--- src/rtl/ctrl_raiz_if.sv ---
// Start/operand and result bundle between the operation decoder, the
// square-root sequencer and the display mux.
interface ctrl_raiz_if #(
    parameter int N = 16
) ();
    logic             init;
    logic [N-1:0]     RAD;
    logic [N/2-1:0]   RAIZ;
    logic [N/2:0]     RESIDUO;
    logic             busy;
    logic             done;

    modport master (
        output init, RAD,
        input  RAIZ, RESIDUO, busy, done
    );

    modport slave (
        input  init, RAD,
        output RAIZ, RESIDUO, busy, done
    );
endinterface

--- src/rtl/ctrl_raiz.sv ---
// Sequencer for the digit-by-digit restoring integer square root:
// two radicand bits per SHIFT/TEST pair, N/2 pairs per operation.
module ctrl_raiz #(
    parameter int N = 16
) (
    input  logic        clk,
    input  logic        rst,
    ctrl_raiz_if.slave  bus
);
    localparam int AW = 16;
    localparam int RW = N / 2;
    localparam int CW = $clog2(RW + 1);

    typedef enum logic [1:0] {
        IDLE  = 2'd0,
        SHIFT = 2'd1,
        TEST  = 2'd2,
        DONE  = 2'd3
    } state_t;

    state_t          state_q, state_d;
    logic [N-1:0]    r_q, r_d;
    logic [AW-1:0]   a_q, a_d;
    logic [RW-1:0]   tmp_q, tmp_d;
    logic [CW-1:0]   cnt_q, cnt_d;
    logic [RW-1:0]   raiz_q, raiz_d;
    logic [RW:0]     res_q, res_d;
    logic            busy_q, busy_d;
    logic            done_q, done_d;

    logic [AW-1:0]   trial_s;
    logic [AW-1:0]   diff_s;
    logic [CW-1:0]   cnt_dec_s;

    // Trial subtrahend (4*TMP+1); the remainder bound keeps diff's MSB a true sign.
    assign trial_s   = AW'({tmp_q, 2'b01});
    assign diff_s    = a_q - trial_s;
    assign cnt_dec_s = cnt_q - CW'(1);

    // Next-state and datapath update
    always_comb begin
        state_d = state_q;
        r_d     = r_q;
        a_d     = a_q;
        tmp_d   = tmp_q;
        cnt_d   = cnt_q;
        raiz_d  = raiz_q;
        res_d   = res_q;
        case (state_q)
            IDLE: begin
                if (bus.init) begin
                    r_d     = bus.RAD;
                    a_d     = {AW{1'b0}};
                    tmp_d   = {RW{1'b0}};
                    cnt_d   = CW'(RW);
                    state_d = SHIFT;
                end else begin
                    state_d = IDLE;
                end
            end
            SHIFT: begin
                a_d     = {a_q[AW-3:0], r_q[N-1:N-2]};
                r_d     = {r_q[N-3:0], 2'b00};
                state_d = TEST;
            end
            TEST: begin
                if (diff_s[AW-1] == 1'b0) begin
                    a_d   = diff_s;
                    tmp_d = {tmp_q[RW-2:0], 1'b1};
                end else begin
                    a_d   = a_q;
                    tmp_d = {tmp_q[RW-2:0], 1'b0};
                end
                cnt_d = cnt_dec_s;
                if (cnt_dec_s == {CW{1'b0}}) begin
                    raiz_d  = tmp_d;
                    res_d   = a_d[RW:0];
                    state_d = DONE;
                end else begin
                    state_d = SHIFT;
                end
            end
            DONE: begin
                state_d = IDLE;
            end
            default: begin
                state_d = IDLE;
            end
        endcase
        busy_d = (state_d == SHIFT) || (state_d == TEST);
        done_d = (state_d == DONE);
    end

    // State, datapath and output registers
    always_ff @(posedge clk or posedge rst) begin
        if (rst) begin
            state_q <= IDLE;
            r_q     <= {N{1'b0}};
            a_q     <= {AW{1'b0}};
            tmp_q   <= {RW{1'b0}};
            cnt_q   <= {CW{1'b0}};
            raiz_q  <= {RW{1'b0}};
            res_q   <= {(RW+1){1'b0}};
            busy_q  <= 1'b0;
            done_q  <= 1'b0;
        end else begin
            state_q <= state_d;
            r_q     <= r_d;
            a_q     <= a_d;
            tmp_q   <= tmp_d;
            cnt_q   <= cnt_d;
            raiz_q  <= raiz_d;
            res_q   <= res_d;
            busy_q  <= busy_d;
            done_q  <= done_d;
        end
    end

    assign bus.RAIZ    = raiz_q;
    assign bus.RESIDUO = res_q;
    assign bus.busy    = busy_q;
    assign bus.done    = done_q;
endmodule

--- src/flat_wrapper.sv ---
// flat-port wrapper written by rule: the top's interface ports become plain ports
module ctrl_raiz_flat 
#(
    parameter int N = 16
)
  (clk, rst, bus_init, bus_RAD, bus_RAIZ, bus_RESIDUO, bus_busy, bus_done);
  ctrl_raiz_if #(.N(N)) bus_i ();
  input  logic clk;
  input  logic rst;
  input wire logic [$bits(bus_i.init)-1:0] bus_init;
  input wire logic [$bits(bus_i.RAD)-1:0] bus_RAD;
  output wire logic [$bits(bus_i.RAIZ)-1:0] bus_RAIZ;
  output wire logic [$bits(bus_i.RESIDUO)-1:0] bus_RESIDUO;
  output wire logic [$bits(bus_i.busy)-1:0] bus_busy;
  output wire logic [$bits(bus_i.done)-1:0] bus_done;
  assign bus_i.init = bus_init;
  assign bus_i.RAD = bus_RAD;
  assign bus_RAIZ = bus_i.RAIZ;
  assign bus_RESIDUO = bus_i.RESIDUO;
  assign bus_busy = bus_i.busy;
  assign bus_done = bus_i.done;
  ctrl_raiz #(.N(N)) u_core (.clk(clk), .rst(rst), .bus(bus_i));
endmodule
--- config.mk ---
export PLATFORM = sky130hd
export DESIGN_NAME = ctrl_raiz_flat
export DESIGN_NICKNAME = d
export VERILOG_FILES = /design/src/rtl/ctrl_raiz_if.sv /design/src/rtl/ctrl_raiz.sv /design/src/flat_wrapper.sv
export SDC_FILE = /design/constraint.sdc
export NUM_CORES = 1
export LEC_CHECK = 0
export CAP_MARGIN = 20
export CORE_MARGIN = 8
export CORE_UTILIZATION = 55
export DETAILED_ROUTE_END_ITERATION = 10
export PLACE_DENSITY = 0.85
export SLEW_MARGIN = 20
export SYNTH_ARGS = -nofsm -noshare
export SYNTH_HDL_FRONTEND = slang
export SYNTH_SLANG_ARGS = --single-unit
--- constraint.sdc ---
create_clock -name clk -period 5.1 [get_ports clk]
set_input_delay 1.02 -clock clk [delete_from_list [all_inputs] [get_ports clk]]
set_output_delay 1.02 -clock clk [all_outputs]
set_load 0.02 [all_outputs]
==> impl_results.md, run 1 <==
- Status: completed
- M2 GR Usage: 0.308
- CP Cell Sequence: inv_1, ha_1, a21oi_1, o211ai_1, nor3_4, mux2i_1, a21oi_1, o211ai_1
- Non-Filler Cell Area, Final: approximately 0.0042 mm²
- Fin. Hold Viols: 0
- Initial core utilization: 0.565
- Worst hold slack: 0.483 ns
- Final setup TNS: 0 ns
- Die Height: 96.3 µm
- Min-delay worst type: reg2reg
- Sequential area share after synthesis: 0.459
- Max Fclk: 318 MHz
- Commonest cells post-synth: dfrtp_1, nand2_1, o21ai_0, nor2_1, inv_1
- Placed cell area: 0.00398 mm²
- Synth Cell Area: 0.00355 mm²
- Layout cell share with drive strength beyond 1: 0.0927
- Yosys cell types: 46
- Placed Cells: 460
- LEAKAGE: 1.89 nW
- Synth Flop Type: dfrtp_1
- Ys Warns: 0
- DIE WIDTH: ~96 µm
- M1 GR Usage: 0.236
- DP HPWL: just under 6 mm
- Total gr overflow: 0
- DR vias/cell: 6.07
- Met3 Use GR: 0.0608
- Post-CTS Setup Bufs: 0
- Slowest stage delay, CP: 0.87 ns
- Max Cap Viol: 0
- Area Growth Syn to Fin: 18.2%
- Final #Nets: 429
- Crit path time final: 3.14 ns
- Critical path class: reg2reg
- Synth Register Bits: 65
- Vias in the first global route: around 2900
- Most Crowded Layer GR: met2
- Design Power: 2.79 mW
- Row cnt: 29
- Insertion delay to the later sink of the worst-skew pair: 0.35 ns
- Syn Nets: 393
- Slew margin rel.: 0.323
- Post-CTS sizing: 0
- DRT Pass-1 Iters: 5
- I/O pins: 38
- Required time of the critical path: around 5.4 ns
- DRC: 0
- Post-DRT Antenna Nets: 0
- CTS Sinks: 65
- Gpl congestion: 0.917
- Crit path max fanout: 10
- # diodes: 0
- Asr flop ratio synth: 1.00
- Avg Inst Size Synth: 9.91 µm²
- Drt initial violations: approximately 140
- Clk_skew: 0.0154 ns
- Fillers: between 400 and 500
- Period utilisation layout: 0.616
- Count leader, synth: dfrtp_1
- Gr usage total: 0.190
- Port buffer count: 37
- CP max-delay cell: mux2i_1
- # hold bufs at CTS: 0
- Clock tree buffer depth: 2
- Arrival time of the worst setup path: 3.41 ns
- Crit path max-delay family: compound AO/OA/AOI/OAI gates
- CTS buffer count: 9
- EDFF count, synth: 0
- Crit end category: flip-flop
- Clk pin slew, worst setup/hold paths: 0.08 ns
- Final Instance Count excl. Fillers: 476
- DR vias: a little under 3000
- Setup violations, final: 0
- Area contributors post-synth: dfrtp_1, ha_1, mux2i_1
- Pwr Density: 666 mW/mm²
- Die ar.: ~0.0093 mm²
- CTS tree: yes
- Share of Yosys cell area claimed by the top area cell type: 0.459
- Largest net degree at the start of global routing: 34
- H-tree levels: 3
- Unrepaired setup endpoints after global routing: no
- Mapped Cells: between 300 and 400
- Startpoint types: flip-flop
- Peak VDD IR: 0.398 mV
- WL per Instance: 17.1 µm
- Worst-Margin Slew: 0.988 ns
- Slew Viols, Final: 0
- Largest area contributor in the netlist: dfrtp_1
- WP buf/inv: 1
- First-pass GRT wire length: 13.8 mm
- Initial antenna violation count: 0
- DRT Wirelength: roughly 8.1 mm
- Total core area: 0.00628 mm²
- CTS root buffer: clkbuf_8
==> cell type report <==
| cell class | count | area [µm²] | share of cell area |
|---|---|---|---|
| Sequential cell | 65 | 1630 | 0.388 |
| Inverter | 22 | 82.6 | 0.0197 |
| Clock buffer | 14 | 173 | 0.0412 |
| Tap cell | 77 | 96.3 | 0.0230 |
| Clock inverter | 2 | 35.0 | 0.00836 |
| Multi-Input combinational cell | 256 | 1790 | 0.426 |
| Timing Repair Buffer | 40 | 393 | 0.0937 |
==> worst min-delay path, stage by stage (launching register included) <==
cell     delay (ns)
dfrtp_1        0.35
nand2_1        0.05
o21ai_0        0.06
==> worst paths after layout <==
| kind | start | to | slack, ns | depth (start not counted) |
|---|---|---|---|---|
| max in group asynchronous | rst | u_core.a_q[12] | 3.13 | 3 |
| min reg2reg | u_core.r_q[6] | u_core.r_q[6] | 0.48 | 2 |
| min | u_core.r_q[6] | u_core.r_q[6] | 0.48 | 2 |
| max | u_core.tmp_q[6] | u_core.a_q[13] | 1.96 | 8 |
| max reg2reg | u_core.tmp_q[6] | u_core.a_q[13] | 1.96 | 8 |
| min in group asynchronous | rst | u_core.cnt_q[0] | 1.10 | 2 |
==> cells in the final DEF (no fill, tap or decap), types with 2 or more instances in the layout <==
cell	count
a21o_1	2
a21oi_1	11
a221o_1	7
a22o_1	6
a31oi_1	9
and2_1	6
buf_4	3
clkbuf_1	2
clkbuf_8	12
clkdlybuf4s50_1	37
dfrtp_1	65
ha_1	16
inv_1	21
mux2_2	11
mux2i_1	19
nand2_1	45
nand2b_1	4
nand4_1	4
nor2_1	22
nor2b_1	3
nor3_1	3
o211ai_1	12
o21a_1	4
o21ai_0	25
o22ai_1	10
o31a_1	2
or3_1	6
xnor2_1	7
xor2_1	3
==> flip-flops by register name, indices dropped and copies added (netlist names) <==
signal and flops:
u_core.bus.busy 1, u_core.state_q 2, u_core.bus.done 1, u_core.bus.RESIDUO 9, u_core.bus.RAIZ 8, u_core.tmp_q 8, u_core.cnt_q 4, u_core.r_q 16
u_core.a_q 16
==> layer usage <==
metal	vias up	part of all wire
met2	97	0.49
met5	-	0
met4	0	0.015
met3	15	0.067
li1	1356	-
met1	1420	0.43
==> where the power goes <==
part	internal (mW)	leakage [nW]	switching [mW]	total (mW)
registers	0.677	0.860	0.111	0.788
clock network	0.266	0.107	0.197	0.462
logic	0.609	0.921	0.932	1.54
==> kinds of logic after synthesis <==
family,synth area share
simple gates,0.141
compound gates,0.182
flops,0.459
buf+inv,0.0402
mux,0.0928
fa+ha+maj,0.0564
xor+xnor,0.0293
==> per-stage QoR <==
| step | setup slack (ns) | utilization |
|---|---|---|
| floorplan | 2.45 | - |
| global placement | 2.06 | 0.634 |
| detailed placement | 1.93 | 0.634 |
| CTS | 2.01 | 0.667 |
| global route | 1.69 | 0.668 |
| finish | 1.96 | 0.668 |
No activity file was read; power rests on OpenSTA's default activity.
==> inputs of run 2 (changes only) <==
clock period = 3.17 ns   (was 5.1 ns; I/O delays follow)
==> impl_results.md, run 2 (synthesis gave the netlist of run 1 again) <==
- Post-DRT Antenna Nets: 0 (unchanged)
- First-pass GRT wire length: 14.0 mm (was 13.8 mm)
- DRC: 0 (unchanged)
- Clock tree buffer depth: 2 (unchanged)
- # hold bufs at CTS: 0 (unchanged)
- Post-CTS Setup Bufs: 0 (unchanged)
- Die ar.: 0.00927 mm² (unchanged)
- DP HPWL: 6.01 mm (was 5.82 mm)
- Max Cap Viol: 0 (unchanged)
- Drt initial violations: 158 (was 139)
- Fillers: 488 (was 471)
- Crit end category: flip-flop (unchanged)
- DR vias/cell: 5.97 (was 6.07)
- DIE WIDTH: 96.3 µm (unchanged)
- Arrival time of the worst setup path: 3.23 ns (was 3.41 ns)
- Max Fclk: 338 MHz (was 318 MHz)
- Gr usage total: 0.194 (was 0.190)
- DR vias: 2883 (was 2888)
- WL per Instance: 17.2 µm (was 17.1 µm)
- Initial core utilization: 0.565 (unchanged)
- Crit path time final: 2.96 ns (was 3.14 ns)
- Final worst slack: 0.214 ns (was 1.96 ns)
- # diodes: 0 (unchanged)
- Min-delay worst type: reg2reg (unchanged)
- Row cnt: 29 (unchanged)
- Worst hold slack: 0.484 ns (was 0.483 ns)
- Slew margin rel.: 0.386 (was 0.323)
- Crit path max fanout: 9 (was 10)
- LEAKAGE: 1.92 nW (was 1.89 nW)
- DRT Wirelength: 8.28 mm (was 8.13 mm)
- CP max-delay cell: xnor2_1 (was mux2i_1)
- Status: completed (unchanged)
- Gpl congestion: 0.925 (was 0.917)
- CTS tree: yes (unchanged)
- I/O pins: 38 (unchanged)
- Insertion delay to the later sink of the worst-skew pair: 0.35 ns (about the same)
- Post-CTS sizing: 0 (unchanged)
- Pwr Density: 1070 mW/mm² (was 666 mW/mm²)
- CTS buffer count: 9 (unchanged)
- Initial antenna violation count: 0 (unchanged)
- Required time of the critical path: 3.44 ns (was 5.37 ns)
- Period utilisation layout: 0.933 (was 0.616)
- Area Growth Syn to Fin: 19.7% (was 18.2%)
- Unrepaired setup endpoints after global routing: no (unchanged)
- Fin. Hold Viols: 0 (unchanged)
- CTS root buffer: clkbuf_8 (unchanged)
- Slew Viols, Final: 0 (unchanged)
- DRT Pass-1 Iters: 4 (was 5)
- Final #Nets: 436 (was 429)
- CTS Sinks: 65 (unchanged)
- Most frequent cells in the layout: dfrtp_1, nand2_1, clkdlybuf4s50_1 (unchanged)
- H-tree levels: 3 (unchanged)
- Most common cell after layout, fill and taps aside: dfrtp_1 (unchanged)
- Largest net degree at the start of global routing: 66 (was 34)
- Design Power: 4.54 mW (was 2.79 mW)
- Vias in the first global route: 2902 (was 2879)
- CP Cell Sequence: ha_1, o211ai_1, nor4_2, nor3_4, xnor2_1, buf_4, nand2_1, a31oi_1 (was inv_1, ha_1, a21oi_1, o211ai_1, nor3_4, mux2i_1, a21oi_1, o211ai_1)
- DP Worst Slack: 0.234 ns (was 1.93 ns)
- Setup violations, final: 0 (unchanged)
- Clk pin slew, worst setup/hold paths: 0.08 ns (about the same)
- Die Height: 96.3 µm (unchanged)
- Clk_skew: 0.0111 ns (was 0.0154 ns)
- Total gr overflow: 0 (unchanged)
- Startpoint types: flip-flop (unchanged)
- Slowest stage delay, CP: 0.74 ns (was 0.87 ns)
- Worst-Margin Slew: 0.917 ns (was 0.988 ns)
- Layout cell share with drive strength beyond 1: 0.113 (was 0.0927)
- Peak VDD IR: 0.628 mV (was 0.398 mV)
- Port buffer count: 37 (unchanged)
- Final setup TNS: 0 ns (unchanged)
- Critical path class: reg2reg (unchanged)
- Total core area: 0.00628 mm² (unchanged)
==> run 2: final timing paths <==
path / startpoint / endpoint / slack, ns / depth (start not counted)
max: u_core.a_q[6] / u_core.bus.RESIDUO[3] / 0.21 / 8
min: u_core.r_q[13] / u_core.r_q[13] / 0.48 / 2
max reg2reg: u_core.a_q[6] / u_core.bus.RESIDUO[3] / 0.21 / 8
min reg2reg: u_core.r_q[13] / u_core.r_q[13] / 0.48 / 2
max in group asynchronous: rst / u_core.a_q[13] / 2.24 / 3
min in group asynchronous: rst / u_core.bus.RESIDUO[2] / 0.66 / 3
==> run 2: per-layer routing <==
layer | routed length, µm | up-vias | global-route usage
met5 | 0 | - | 0
met4 | 186 | 0 | 0.0858
met3 | 605 | 19 | 0.0413
met2 | 3980 | 119 | 0.318
met1 | 3520 | 1374 | 0.240
li1 | - | 1371 | -
==> run 2: final cells by class <==
| cell class | count | area [µm²] | area share |
|---|---|---|---|
| multi-input cells | 256 | 1780 | 0.419 |
| flip-flops and latches | 65 | 1630 | 0.383 |
| well taps | 77 | 96.3 | 0.0227 |
| repair buffers | 47 | 458 | 0.108 |
| inverters | 22 | 82.6 | 0.0194 |
| clock inverters | 7 | 78.8 | 0.0186 |
| clock buffers | 9 | 124 | 0.0292 |
==> run 2: metrics by stage <==
step / area (µm²) / cells / util
finish: 4250 / 483 / 0.677
global route: 4250 / 483 / 0.677
CTS: 4250 / 483 / 0.677
detailed placement: 4040 / 467 / 0.644
global placement: 4040 / 467 / 0.644
floorplan: 3550 / 358 / -
==> run 2: critical path, delay by kind of cell, from the launching register on <==
family                   cells  cell delay, ns
buffers and inverters        1            0.28
adder cells (fa/ha/maj)      1            0.41
XOR/XNOR                     1            0.74
flip-flops                   1            0.43
AO/OA/AOI/OAI                2            0.38
AND/OR/NAND/NOR              3            0.64
==> run 2: report_power, final <==
group | leakage [nW] | internal (mW) | total, mW | switching, mW
logic | 0.959 | 1.04 | 2.55 | 1.51
registers | 0.860 | 1.09 | 1.27 | 0.179
clock network | 0.104 | 0.371 | 0.728 | 0.357
